### config.mk
export PLATFORM = sky130hd
export DESIGN_NAME = imem_loader
export DESIGN_NICKNAME = d
export VERILOG_FILES = /design/src/rtl/imem_loader_pkg.sv /design/src/rtl/byte_packer.sv /design/src/rtl/imem_loader.sv
export SDC_FILE = /design/constraint.sdc
export NUM_CORES = 1
export LEC_CHECK = 0
export CELL_PAD_IN_SITES_DETAIL_PLACEMENT = 1
export CELL_PAD_IN_SITES_GLOBAL_PLACEMENT = 1
export CORE_UTILIZATION = 44
export CTS_CLUSTER_SIZE = 25
export DETAILED_ROUTE_END_ITERATION = 8
export PLACE_DENSITY = 0.93
export SYNTH_ARGS = -nofsm -noshare
export SYNTH_HDL_FRONTEND = slang
export SYNTH_SLANG_ARGS = --single-unit
### constraint.sdc
create_clock -name clk -period 3.8 [get_ports clk]
set_input_delay 0.57 -clock clk [delete_from_list [all_inputs] [get_ports clk]]
set_output_delay 0.57 -clock clk [all_outputs]
set_load 0.05 [all_outputs]
### src/rtl/imem_loader_pkg.sv
// Shared constants for the instruction-memory loader: FSM state codes,
// length-field width and the default program-size limit.
package imem_loader_pkg;

    localparam int LEN_W          = 16;
    localparam int MAX_WORDS_DEF  = 1024;
    localparam int BYTES_PER_WORD = 4;

    localparam int ST_W = 3;
    localparam logic [ST_W-1:0] ST_IDLE   = 3'd0;
    localparam logic [ST_W-1:0] ST_LEN_HI = 3'd1;
    localparam logic [ST_W-1:0] ST_LEN_LO = 3'd2;
    localparam logic [ST_W-1:0] ST_BYTES  = 3'd3;
    localparam logic [ST_W-1:0] ST_WRITE  = 3'd4;
    localparam logic [ST_W-1:0] ST_DONE   = 3'd5;

endpackage

### src/rtl/byte_packer.sv
// Shifts consumed bytes into a 32-bit big-endian word and flags the byte
// that completes it.
module byte_packer
    import imem_loader_pkg::*;
(
    input  logic        clk,
    input  logic        reset,
    input  logic        clr_i,
    input  logic        byte_en_i,
    input  logic [7:0]  byte_i,
    output logic [31:0] word_o,
    output logic        last_o
);

    logic [1:0]  cnt_q;
    logic [31:0] word_q;

    // NOTE: sequential state always uses non-blocking assignments so every
    // register samples pre-edge values, independent of statement order.
    always_ff @(posedge clk or negedge reset) begin
        if (!reset) begin
            cnt_q  <= '0;
            word_q <= '0;
        end else if (clr_i) begin
            cnt_q  <= '0;
        end else if (byte_en_i) begin
            cnt_q  <= cnt_q + 2'd1;
            word_q <= {word_q[23:0], byte_i};
        end
    end

    assign last_o = byte_en_i && (cnt_q == 2'(BYTES_PER_WORD - 1));
    assign word_o = word_q;

endmodule

### src/rtl/imem_loader.sv
// Streams a length-prefixed program from a byte interface into instruction
// memory while holding the processor, then releases it on a legal load.
module imem_loader
    import imem_loader_pkg::*;
#(
    parameter int ADDR_W    = 10,
    parameter int MAX_WORDS = MAX_WORDS_DEF
) (
    input  logic              clk,
    input  logic              reset,
    input  logic              start,
    input  logic              rx_valid,
    input  logic [7:0]        rx_data,
    output logic              rx_ready,
    output logic              im_we,
    output logic [ADDR_W-1:0] im_addr,
    output logic [31:0]       im_wdata,
    output logic              cpu_hold,
    output logic              done,
    output logic              err
);

    localparam logic [LEN_W-1:0] MAX_LEN = LEN_W'(MAX_WORDS);

    logic [ST_W-1:0]   state_q, state_d;
    logic [LEN_W-1:0]  len_q, len_d;
    logic [ADDR_W-1:0] idx_q, idx_d;
    logic              err_q, err_d;
    logic [LEN_W-1:0]  n_full;
    logic              accept;
    logic              sess_start;
    logic              word_last;
    logic [31:0]       word;

    assign rx_ready   = (state_q == ST_LEN_HI) || (state_q == ST_LEN_LO) || (state_q == ST_BYTES);
    assign accept     = rx_valid && rx_ready;
    assign sess_start = start && ((state_q == ST_IDLE) || (state_q == ST_DONE));
    assign n_full     = {len_q[15:8], rx_data};

    byte_packer u_packer (
        .clk       (clk),
        .reset     (reset),
        .clr_i     (sess_start),
        .byte_en_i (accept && (state_q == ST_BYTES)),
        .byte_i    (rx_data),
        .word_o    (word),
        .last_o    (word_last)
    );

    // NOTE: every combinational output gets a default first, so no path
    // through the case leaves it unassigned and infers a latch.
    always_comb begin
        state_d = state_q;
        len_d   = len_q;
        idx_d   = idx_q;
        err_d   = err_q;
        case (state_q)
            ST_IDLE: begin
                if (start) state_d = ST_LEN_HI;
            end
            ST_LEN_HI: begin
                if (accept) begin
                    len_d   = {rx_data, 8'h00};
                    state_d = ST_LEN_LO;
                end
            end
            ST_LEN_LO: begin
                if (accept) begin
                    len_d = n_full;
                    if (n_full == '0) begin
                        state_d = ST_DONE;
                    end else if (n_full > MAX_LEN) begin
                        err_d   = 1'b1;
                        state_d = ST_DONE;
                    end else begin
                        state_d = ST_BYTES;
                    end
                end
            end
            ST_BYTES: begin
                if (word_last) state_d = ST_WRITE;
            end
            ST_WRITE: begin
                // len_q counts words still owed, so the last write sees 1.
                idx_d   = idx_q + 1'b1;
                len_d   = len_q - 1'b1;
                state_d = (len_q == 16'd1) ? ST_DONE : ST_BYTES;
            end
            ST_DONE: begin
                if (start) begin
                    err_d   = 1'b0;
                    idx_d   = '0;
                    len_d   = '0;
                    state_d = ST_LEN_HI;
                end
            end
            default: state_d = ST_IDLE;
        endcase
    end

    always_ff @(posedge clk or negedge reset) begin
        if (!reset) begin
            state_q <= ST_IDLE;
            len_q   <= '0;
            idx_q   <= '0;
            err_q   <= 1'b0;
        end else begin
            state_q <= state_d;
            len_q   <= len_d;
            idx_q   <= idx_d;
            err_q   <= err_d;
        end
    end

    assign im_we    = (state_q == ST_WRITE);
    assign im_addr  = idx_q;
    assign im_wdata = word;
    assign done     = (state_q == ST_DONE);
    assign err      = err_q;
    assign cpu_hold = !(done && !err_q);

endmodule

== Word level (Yosys, flattened, before mapping) ==
Cells that the tools add are included.

* Multiply operators: 0
* Bitwise gates (word level): 2
* Reductions and logical operators: 24
* Add/sub/neg operators: 3
* Mux-type cells: 21
* Div/mod/pow operators: 0
* Shifts and indexed selects: 0
* Equality and inequality tests: 14
* $lt $le $gt $ge: 1

{| class="wikitable"
|+ Operator list
! kind !! number
|-
| 16-bit case mux with 4 select lines || 1
|-
| 16-bit 2-to-1 mux || 2
|-
| 3-bit 2-to-1 mux || 7
|-
| 10-bit case mux with 2 select lines || 1
|-
| 16-bit by 1-bit == test with 1-bit output (second input constant) || 1
|-
| 16-bit by 11-bit greater-than comparator with 1-bit output (second input constant) || 1
|-
| 16-bit zero test || 1
|-
| 16-bit by 1-bit subtractor with 16-bit output (second input constant) || 1
|-
| 3-bit case mux with 5 select lines || 1
|-
| 4-bit AND reduction || 3
|-
| 10-bit by 1-bit adder with 10-bit output (second input constant) || 1
|-
| 10-bit 2-to-1 mux || 1
|-
| 8-bit 2-to-1 mux || 1
|-
| 2-bit inequality test (second input constant) || 4
|-
| 3-bit by 2-bit == test with 1-bit output (second input constant) || 2
|-
| 3-bit == test (second input constant) || 2
|-
| 2-bit by 1-bit inequality test with 1-bit output (second input constant) || 3
|-
| 2-bit nonzero test || 3
|-
| 1-bit logical AND || 5
|-
| 5-bit AND reduction || 1
|-
| 1-bit 2-to-1 mux || 4
|-
| 2-bit 2-to-1 mux || 2
|-
| 2-bit AND reduction || 2
|-
| 4-bit nonzero test || 1
|-
| 10 further kinds || 14
|}

* RAM bits: 0
* Bits in read-only memories: 0
* Flip-flop bits (word level): 64
* Memories kept: 0
* Output and inout port bits: 47
* Bits of input ports: 12
* Latch bits: 0

== Longest topological paths before layout ==
Gate-level depths: netlist of run 1.

* Depth after elaboration: 8
* Depth in mapped cells: 7

== Modules after synthesis ==
Synthesis of run 1 repeated with hierarchy kept, for this count alone.

* Cell total of the unflattened synthesis: 307
* Area total of the unflattened synthesis: 3449.6 um^2

{| class="wikitable"
|+ By module, submodules not included
! module !! area each (um^2) !! instances !! cells an instance !! sequential area each (um^2)
|-
| imem_loader || 1994.4 || 1 || 230 || 750.7
|-
| byte_packer || 1455.1 || 1 || 77 || 850.8
|}

== Least setup slack after synthesis of run 1 ==
No wires, ideal clock.

* Kind: register to output
* From: register state_q[1]
* To: output port cpu_hold
* Cell stages (with the launch flop): 6
* Buffers on the path: 2
* Data arrival time: 1.661 ns
* Setup slack: 1.569 ns
* Cell sequence: dfrtp_1 > buf_2 > nor2b_1 > buf_2 > and2_1 > nand2_1

* Word-level cells in the longest chain between the ends: 3

{| class="wikitable"
|+ Ends and longest elaborated chain
! element !! line !! RTL
|-
| start: declaration || imem_loader.sv:25 || <nowiki>logic [ST_W-1:0] state_q, state_d;</nowiki>
|-
| start signal: assignment || imem_loader.sv:108 || <nowiki>state_q <= state_d;</nowiki>
|-
| 3-bit == test || imem_loader.sv:118 || <nowiki>assign done = (state_q == ST_DONE);</nowiki>
|-
| net done || imem_loader.sv:19 || <nowiki>output logic done,</nowiki>
|-
| 1-bit logical AND || imem_loader.sv:120 || <nowiki>assign cpu_hold = !(done && !err_q);</nowiki>
|-
| 1-bit zero test || imem_loader.sv:120 ||
|-
| end: declaration || imem_loader.sv:18 || <nowiki>output logic cpu_hold,</nowiki>
|}

The timed path passes the listed nets, and every way through them passes these cells.

== Worst setup path after layout of run 1 ==
* From: register state_q[1]
* To: output port im_we

* Word-level cells in the longest chain between the ends: 1

{| class="wikitable"
|+ Ends and longest elaborated chain
! element !! line !! RTL
|-
| 3-bit == test || imem_loader.sv:115 || <nowiki>assign im_we = (state_q == ST_WRITE);</nowiki>
|-
| end: declaration || imem_loader.sv:15 || <nowiki>output logic im_we,</nowiki>
|}

No other way between the ends.

==> impl_metrics.json, run 1 <==
{
  "status": "finished, final reports clean",
  "critical_path.reg2reg.startpoint": "state_q[1]",
  "first_iter_violations": 155,
  "number_of_remaining_drc_errors": 0,
  "number_of_placement_rows": 30,
  "max_cap_viol_count": 0,
  "cellPowerDensity_nw_per_um2": 1050,
  "seq_total_area_yosys": 0.503,
  "firstDrtPassIters": 4,
  "antenna_violating_nets_post_route": 0,
  "timing.clock.skew_ns": 0.0130,
  "synth_area_leader_cell": "sky130_fd_sc_hd__dfrtp_1",
  "commonest_non_fill_non_tap_cell_in_the_layout": "sky130_fd_sc_hd__dfrtp_1",
  "rr_worst_depth": 2,
  "timing.setup.tns_ns": 0,
  "worst_ep_required_time_ns": 3.23,
  "floorplan.core_area_sq_um": 6910,
  "postCtsHoldBufs": 0,
  "synth_area_sq_um": 3190,
  "finalCriticalPeriod_ns": 3.31,
  "grt_pass1_vias": 2851,
  "timing.critical_path.fanout_max": 19,
  "dieWidth_um": 87.1,
  "met2_wire_length_um": 5110,
  "post_placement_cell_area_sq_um": 3840,
  "clkSlewWorstSetupHoldPaths_ns": 0.08,
  "initial_utilization": 0.461,
  "setup.worst_path.start": "state_q[1]",
  "grt_start_max_net_pins": 42,
  "cts_root_buffer": "sky130_fd_sc_hd__clkbuf_8",
  "crit_path_max_incr_delay_ns": 0.85,
  "yosysWarnings": 0,
  "met1Wirelength_um": 3910,
  "max_clock_freq_ghz": 0.302,
  "total_setup_violations_reported_at_the_end_of_the_flow": 0,
  "clockBufferDepth": 2,
  "chipHeight_um": 87.1,
  "critical_path.slowest_cell": "sky130_fd_sc_hd__clkdlybuf4s50_1",
  "avgRoutedWirePerCell_um": 20.9,
  "final_min_period_over_clock_period": 0.872,
  "global_route_wire_length_before_repair_um": 15500,
  "holdCritPathClass": "primary input to async pin",
  "num_vias": 2654,
  "tritoncts": "built",
  "post_synth_num_cell_types": 55,
  "drive_gt1_frac": 0.180,
  "synth_enable_flop_cells": 0,
  "worst_margin_slew_ns": 0.960,
  "route.met3.wl_um": 315,
  "synth_flop_cell": "sky130_fd_sc_hd__dfrtp_1",
  "synth.top_cell.area_share": 0.503,
  "clock_sinks": 64,
  "timing.critical_path.cells": "nor2_1 -> nand2_2 -> inv_2 -> clkdlybuf4s50_1",
  "crit_type": "register to output pin",
  "synth_async_sr_flop_share": 1.00,
  "synthCells": 301,
  "slew-limit-headroom": 0.360,
  "antenna_found_initial": 0,
  "crit-reg2reg-capture": "u_packer.word_o[25]",
  "post_detailed_placement_half_perimeter_wirelength_um": 6830,
  "gp_congestion": 0.854,
  "grt.total_usage": 0.281,
  "area_growth_syn_to_layout_pct": 27.4,
  "synth_seq_cells": 64,
  "worst_path_arrival_time_ns": 2.74,
  "setup.worst_path.end_class": "output pin",
  "design.die.area_sq_um": 7580,
  "placement.io_buffers": 58,
  "cp-start-kind": "register",
  "viasPerCell": 5.74,
  "grt-ovfl-total": 0,
  "endpoint": "im_we",
  "hold_violations": 0,
  "floorplan.io_pins": 59,
  "synth_nets": 317,
  "finalNetCount": 377,
  "postSynthAreaPerCell_sq_um": 10.6,
  "totalWireLength_um": 9650,
  "timing.final.max_slew_violations": 0,
  "htree_levels": 3,
  "highest-signal-layer": "met4",
  "insertedDiodeCount": 0,
  "layout.filler_cells": 773,
  "resized_after_cts": 0,
  "regToRegSetupSlack_ns": 1.58,
  "worst_skew_pair.late_latency_ns": 0.36,
  "vdd_ir_max_mv": 0.640,
  "most-common-layout-cells": "64 x sky130_fd_sc_hd__dfrtp_1, 57 x sky130_fd_sc_hd__clkdlybuf4s50_1, 33 x sky130_fd_sc_hd__mux2_2",
  "unrepaired_setup_endpoints_after_global_routing": "no",
  "power.leakage_nw": 1.72,
  "post-route-cell-area_sq_um": 4060,
  "synth_area_leaders": "sky130_fd_sc_hd__dfrtp_1 50%, sky130_fd_sc_hd__mux2_2 12%, sky130_fd_sc_hd__o21ai_0 3.6%, sky130_fd_sc_hd__nor2_1 3.1%, sky130_fd_sc_hd__nand2_1 2.9%",
  "post_cts.repair.setup_buffers": 0,
  "cts-buffers-inserted": 9
}
area by class of cell:
type                       count  area, sq um  area share
timing repair buffer          61          598       0.147
inverter                       9         33.8     0.00833
clock inverter                 5         80.1      0.0197
sequential                    64         1600       0.395
tap                           96          120      0.0296
clock buffer                  11          141      0.0348
multi-input combinational    216         1480       0.365
registers in the layout (all words and copies together) (netlist names):
| register | count |
|---|---|
| im_addr | 10 |
| u_packer.cnt_q | 2 |
| len_q | 16 |
| state_q | 3 |
| err | 1 |
| u_packer.word_o | 32 |
synthesized netlist by cell type (all sizes together) (2+ instances only):
master / n
nor4: 6
o211ai: 2
a21oi: 14
and2: 3
a32oi: 2
nand3b: 2
xor2: 5
o22ai: 4
a22oi: 4
dfrtp: 64
nor3: 10
nand4: 2
ha: 4
nand2: 26
o21a: 2
nor2b: 2
nor2: 28
buf: 8
xnor2: 2
nand2b: 4
mux2: 33
o21ai: 28
inv: 9
clkbuf: 4
a31oi: 3
and3: 5
nor3b: 2
nand3: 7
how the worst min path moves through the flow:
stage                           start                end  slack [ns]  depth (start not counted)
floorplan                       reset                err        0.27                          0
global route                    reset  u_packer.cnt_q[0]        0.43                          1
CTS                             reset  u_packer.cnt_q[1]        0.38                          1
detailed placement  u_packer.cnt_q[0]  u_packer.cnt_q[0]        0.50                          1
global placement    u_packer.cnt_q[0]  u_packer.cnt_q[0]        0.46                          1
finish                          reset  u_packer.cnt_q[0]        0.36                          1
critical path: cells and delay by family (launching register included):
| family | cells | cell delay [ns] |
|---|---|---|
| buf+inv | 2 | 1.13 |
| flops | 1 | 0.60 |
| simple gates | 2 | 0.65 |
logic make-up (layout without fill, tap and decap cells):
group / Yosys count / in the layout / share of synthesized area
AND/OR/NAND/NOR: 101 / 101 / 0.173
XOR/XNOR: 7 / 7 / 0.0192
buffers and inverters: 21 / 86 / 0.0318
AO/OA/AOI/OAI: 70 / 70 / 0.137
adder cells (fa/ha/maj): 4 / 4 / 0.0157
multiplexers: 34 / 34 / 0.120
flip-flops: 64 / 64 / 0.503
per-stage QoR:
stage	setup slack (ns)	utilization	std cells	hold WS [ns]	total power, mW
2_1_floorplan	1.57	-	301	0.274	2.79
3_3_place_gp	1.06	0.555	446	0.464	3.43
3_5_place_dp	0.951	0.555	446	0.497	3.58
4_1_cts	0.515	0.588	462	0.382	4.27
5_1_grt	0.358	0.588	462	0.434	4.47
6_report	0.486	0.588	462	0.356	4.26
power breakdown:
group / total (mW) / switching [mW] / internal [mW]
registers: 1.30 / 0.319 / 0.979
clock network: 0.672 / 0.286 / 0.386
logic: 2.29 / 1.48 / 0.812
layer usage:
layer / track usage / vias to the layer above
met5: 0 / -
met4: 0.136 / 0
met3: 0.0436 / 26
met2: 0.497 / 71
met1: 0.332 / 1357
li1: - / 1200
No activity file was read; power rests on OpenSTA's default activity.
==> run 2: changes to the inputs <==
--- a/config.mk
+++ b/config.mk
@@ -7,6 +7,7 @@
 export LEC_CHECK = 0
 export CELL_PAD_IN_SITES_DETAIL_PLACEMENT = 1
 export CELL_PAD_IN_SITES_GLOBAL_PLACEMENT = 1
+export CORE_MARGIN = 4
 export CORE_UTILIZATION = 44
 export CTS_CLUSTER_SIZE = 25
 export DETAILED_ROUTE_END_ITERATION = 8
==> run 2 against run 1 <==
Against the previous run: setup slack improved by 0.056 ns; clock power fell by 12%; first-iteration DRC count fell by 1.9%; non-clock buffer count did not move; sequential power barely moved; count of clock-buffer cells in the layout did not move; die area rose by 14%; via count rose by 1.9%; highest routed layer unchanged.
==> impl_metrics.json, run 2 (synthesis results as in run 1) <==
{
  "place.detailed.instances": 446,
  "timing.critical_path.fanout_max": 19,
  "hold_violations": 0,
  "cp-start-kind": "register",
  "area_growth_syn_to_layout_pct": 26.6,
  "cpLargestDelayFamily": "buffers and inverters",
  "setup.worst_path.end_class": "output pin",
  "tritoncts": "built",
  "viasPerCell": 5.85,
  "crit_type": "register to output pin",
  "design.die.area_sq_um": 8660,
  "first_iter_violations": 152,
  "floorplan.io_pins": 59,
  "post_detailed_placement_half_perimeter_wirelength_um": 7000,
  "grt_start_max_net_pins": 39,
  "crit-reg2reg-capture": "u_packer.word_o[12]",
  "firstDrtPassIters": 4,
  "critical_path.reg2reg.startpoint": "state_q[1]",
  "num_vias": 2704,
  "clock_sinks": 64,
  "finalNetCount": 377,
  "timing.setup.tns_ns": 0,
  "crit_path_max_incr_delay_ns": 0.85,
  "placement.io_buffers": 58,
  "number_of_placement_rows": 30,
  "initial_utilization": 0.461,
  "timing.final.max_slew_violations": 0,
  "worst_ep_required_time_ns": 3.23,
  "endpoint": "im_we",
  "drive_gt1_frac": 0.180,
  "worst_skew_pair.late_latency_ns": 0.35,
  "timing.clock.skew_ns": 0.0113,
  "slew-limit-headroom": 0.422,
  "resized_after_cts": 0,
  "finalCriticalPeriod_ns": 3.26,
  "rr_worst_depth": 2,
  "final_min_period_over_clock_period": 0.857,
  "max_cap_viol_count": 0,
  "critical_path_depth": 4,
  "antenna_violating_nets_post_route": 0,
  "post_cts.repair.setup_buffers": 0,
  "post-route-cell-area_sq_um": 4030,
  "dieWidth_um": 93.1,
  "clockBufferDepth": 2,
  "clkSlewWorstSetupHoldPaths_ns": 0.07,
  "antenna_found_initial": 0,
  "floorplan.core_area_sq_um": 6910,
  "critical_path.slowest_cell": "sky130_fd_sc_hd__clkdlybuf4s50_1",
  "number_of_flip_flops_in_the_largest_register": 32,
  "timing.critical_path.cells": "nor2_1 -> nand2_2 -> inv_2 -> clkdlybuf4s50_1",
  "cts-buffers-inserted": 9,
  "grt.total_usage": 0.239,
  "number_of_remaining_drc_errors": 0,
  "worst_margin_slew_ns": 0.866,
  "finalCoreUtilization": 0.584,
  "timing.critical_path.buf_inv": 2,
  "max_clock_freq_ghz": 0.307,
  "commonest_non_fill_non_tap_cell_in_the_layout": "sky130_fd_sc_hd__dfrtp_1",
  "most-common-layout-cells": "64 x sky130_fd_sc_hd__dfrtp_1, 57 x sky130_fd_sc_hd__clkdlybuf4s50_1, 33 x sky130_fd_sc_hd__mux2_2",
  "vdd_ir_max_mv": 0.627,
  "postCtsHoldBufs": 0,
  "gp_congestion": 0.863,
  "htree_levels": 3,
  "cellPowerDensity_nw_per_um2": 1040,
  "global_route_wire_length_before_repair_um": 15700,
  "unrepaired_setup_endpoints_after_global_routing": "no",
  "avgRoutedWirePerCell_um": 20.9,
  "final_cells": 462,
  "holdCritPathClass": "primary input to async pin",
  "cts_root_buffer": "sky130_fd_sc_hd__clkbuf_8",
  "worst_path_arrival_time_ns": 2.69,
  "totalWireLength_um": 9640,
  "status": "finished, final reports clean",
  "total_setup_violations_reported_at_the_end_of_the_flow": 0,
  "chipHeight_um": 93.1,
  "regToRegSetupSlack_ns": 1.57,
  "insertedDiodeCount": 0,
  "grt-ovfl-total": 0,
  "grt_pass1_vias": 2897,
  "setup.worst_path.start": "state_q[1]",
  "power.leakage_nw": 1.71,
  "post_placement_cell_area_sq_um": 3840
}
-- run 2: cell count changes in the layout (fill, tap and decap cells not counted), sizes merged --
cell	before	now
clkinv	1	3
bufinv	2	1
clkinvlp	2	1
-- run 2: how the worst min path moves through the flow --
stage	start	slack, ns	endpoint	cells after the start
finish	reset	0.33	u_packer.word_o[15]	1
floorplan	reset	0.27	err	0
global route	reset	0.39	u_packer.word_o[9]	1
CTS	reset	0.34	u_packer.word_o[9]	1
detailed placement	u_packer.cnt_q[0]	0.48	u_packer.cnt_q[0]	1
global placement	u_packer.cnt_q[0]	0.46	u_packer.cnt_q[0]	1
-- run 2: layer usage --
metal,share of wire,vias to the layer above,track usage,wire length (um)
li1,-,1207,-,-
met1,0.40,1407,0.278,3830
met2,0.54,71,0.433,5240
met3,0.038,19,0.0459,371
met4,0.020,0,0.0891,196
met5,0,-,0,0
-- run 2: through the flow --
step / setup WS (ns) / total power, mW / hold WS, ns
3_3_place_gp: 1.05 / 3.44 / 0.465
4_1_cts: 0.593 / 4.20 / 0.343
3_5_place_dp: 0.982 / 3.59 / 0.481
5_1_grt: 0.379 / 4.41 / 0.386
6_report: 0.542 / 4.19 / 0.332
2_1_floorplan: 1.57 / 2.79 / 0.274
-- run 2: where the power goes --
part           switching, mW  total (mW)  internal [mW]
Sequential             0.318        1.30          0.979
Clock                  0.269       0.588          0.320
Combinational           1.49        2.30          0.813
-- run 2: final cells by class --
type | instances | area, sq um
fillers | 766 | 2870
flip-flops and latches | 64 | 1600
multi-input cells | 216 | 1480
repair buffers | 61 | 598
clock buffers | 11 | 141
well taps | 96 | 120
clock inverters | 5 | 56.3
inverters | 9 | 33.8
==> run 3: changes to the inputs <==
--- a/config.mk
+++ b/config.mk
@@ -8,10 +8,11 @@
 export CELL_PAD_IN_SITES_DETAIL_PLACEMENT = 1
 export CELL_PAD_IN_SITES_GLOBAL_PLACEMENT = 1
 export CORE_MARGIN = 4
-export CORE_UTILIZATION = 44
+export CORE_UTILIZATION = 41
 export CTS_CLUSTER_SIZE = 25
 export DETAILED_ROUTE_END_ITERATION = 8
-export PLACE_DENSITY = 0.93
+export PLACE_DENSITY = 0.88
+export REMOVE_ABC_BUFFERS = 1
 export SYNTH_ARGS = -nofsm -noshare
 export SYNTH_HDL_FRONTEND = slang
 export SYNTH_SLANG_ARGS = --single-unit
==> constraint.sdc (replaced) <==
create_clock -name clk -period 3.7 [get_ports clk]
set_input_delay 0.555 -clock clk [delete_from_list [all_inputs] [get_ports clk]]
set_output_delay 0.555 -clock clk [all_outputs]
set_load 0.05 [all_outputs]
==> run 3 against run 2 <==
Against the previous run: final cell count is 1.1% higher; power rose by 3.7%; clock skew is essentially flat; hold slack got worse by 0.054 ns; first-iteration DRC count up 26%; clock power up 17%; final area increased by 1.5%; combinational power rose by 3%; register-to-register slack about the same; largest power group unchanged.
==> impl_metrics.json, run 3 (synthesis results as in run 1) <==
{
  "finalCriticalPeriod_ns": 3.15,
  "critical_path.slowest_cell": "sky130_fd_sc_hd__clkdlybuf4s50_1",
  "commonest_non_fill_non_tap_cell_in_the_layout": "sky130_fd_sc_hd__dfrtp_1",
  "insertedDiodeCount": 0,
  "number_of_placement_rows": 31,
  "finalNetCount": 379,
  "totalWireLength_um": 8930,
  "drive_gt1_frac": 0.188,
  "grt_start_max_net_pins": 35,
  "setup.worst_path.end_class": "output pin",
  "placement.io_buffers": 58,
  "hold_violations": 0,
  "post_cts.repair.setup_buffers": 0,
  "htree_levels": 3,
  "area_growth_syn_to_layout_pct": 28.5,
  "clkSlewWorstSetupHoldPaths_ns": 0.08,
  "max_cap_viol_count": 0,
  "number_of_remaining_drc_errors": 0,
  "cts_root_buffer": "sky130_fd_sc_hd__clkbuf_8",
  "timing.critical_path.cells": "buf_4 -> nor2_1 -> nand2_2 -> inv_2 -> clkdlybuf4s50_1",
  "floorplan.core_area_sq_um": 7410,
  "worst_path_arrival_time_ns": 2.60,
  "num_vias": 2625,
  "cp-start-kind": "register",
  "grt.total_usage": 0.211,
  "design.die.area_sq_um": 9240,
  "timing.setup.tns_ns": 0,
  "crit_type": "register to output pin",
  "cellPowerDensity_nw_per_um2": 1060,
  "tritoncts": "built",
  "most-common-layout-cells": "64 x sky130_fd_sc_hd__dfrtp_1, 57 x sky130_fd_sc_hd__clkdlybuf4s50_1, 33 x sky130_fd_sc_hd__mux2_2",
  "global_route_wire_length_before_repair_um": 14700,
  "dieWidth_um": 96.1,
  "initial_utilization": 0.430,
  "cts-buffers-inserted": 9,
  "floorplan.io_pins": 59,
  "power.leakage_nw": 1.74,
  "unrepaired_setup_endpoints_after_global_routing": "no",
  "layout.filler_cells": 791,
  "antenna_violating_nets_post_route": 0,
  "slew-limit-headroom": 0.486,
  "post_detailed_placement_half_perimeter_wirelength_um": 6370,
  "worst_margin_slew_ns": 0.771,
  "antenna_found_initial": 0,
  "clockBufferDepth": 2,
  "max_clock_freq_ghz": 0.317,
  "fin_total_pwr_mw": 4.34,
  "total_setup_violations_reported_at_the_end_of_the_flow": 0,
  "holdCritPathClass": "primary input to async pin",
  "grt_pass1_vias": 2735,
  "crit_path_max_incr_delay_ns": 0.85,
  "vdd_ir_max_mv": 0.493,
  "postCtsHoldBufs": 0,
  "avgRoutedWirePerCell_um": 19.1,
  "worst_ep_required_time_ns": 3.14,
  "viasPerCell": 5.62,
  "status": "finished, final reports clean",
  "worst_skew_pair.late_latency_ns": 0.35,
  "gp_congestion": 0.875,
  "firstDrtPassIters": 4,
  "timing.final.max_slew_violations": 0,
  "regToRegSetupSlack_ns": 1.58,
  "timing.critical_path.fanout_max": 20,
  "timing.clock.skew_ns": 0.0108,
  "first_iter_violations": 192,
  "number_of_flip_flops_in_the_largest_register": 32,
  "grt-ovfl-total": 0,
  "final_min_period_over_clock_period": 0.852,
  "chipHeight_um": 96.1,
  "resized_after_cts": 0,
  "clock_sinks": 64
}
## run 3: area by class of cell
| class | count | area (sq um) | area share |
|---|---|---|---|
| sequential | 64 | 1600 | 0.391 |
| clock buffer | 9 | 124 | 0.0303 |
| inverter | 9 | 33.8 | 0.00825 |
| multi-input combinational | 216 | 1480 | 0.362 |
| clock inverter | 7 | 103 | 0.0251 |
| timing repair buffer | 63 | 626 | 0.153 |
| tap | 99 | 124 | 0.0303 |
## run 3: power by group
group          internal (mW)  switching [mW]
combinational          0.843            1.52
clock                  0.386           0.301
sequential              1.01           0.288
## run 3: worst max-delay path: cells and delay by family, from the launching register on
kind | cells | cell delay [ns]
AND/OR/NAND/NOR | 2 | 0.53
buffers and inverters | 3 | 1.34
flip-flops | 1 | 0.37
## run 3: routing by layer
metal  vias up  global-route usage  part of all wire
met5         -                   0                 0
met4         0              0.0782             0.016
met3        12              0.0321             0.054
met2        95               0.356              0.50
met1      1306               0.274              0.43
li1       1212                   -                 -
## run 3: final timing paths
kind                                      from                   to  cells past startpoint
hold / removal                           reset             len_q[7]                      1
setup reg to reg                      len_q[0]            len_q[12]                      7
max in group asynchronous                reset           im_addr[1]                      2
setup / recovery                    state_q[0]                im_we                      5
min in group clk           u_packer.word_o[31]  u_packer.word_o[31]                      1
hold reg to reg            u_packer.word_o[31]  u_packer.word_o[31]                      1
## run 3: metrics by stage
stage,cells,setup slack [ns],hold slack [ns],utilization,cell area [sq um]
after detailed placement,451,0.965,0.493,0.522,3870
after global routing,467,0.440,0.326,0.553,4090
final,467,0.548,0.278,0.553,4090
after CTS,467,0.555,0.294,0.553,4090
after floorplan,289,1.28,0.259,-,3120
after global placement,451,1.04,0.467,0.522,3870
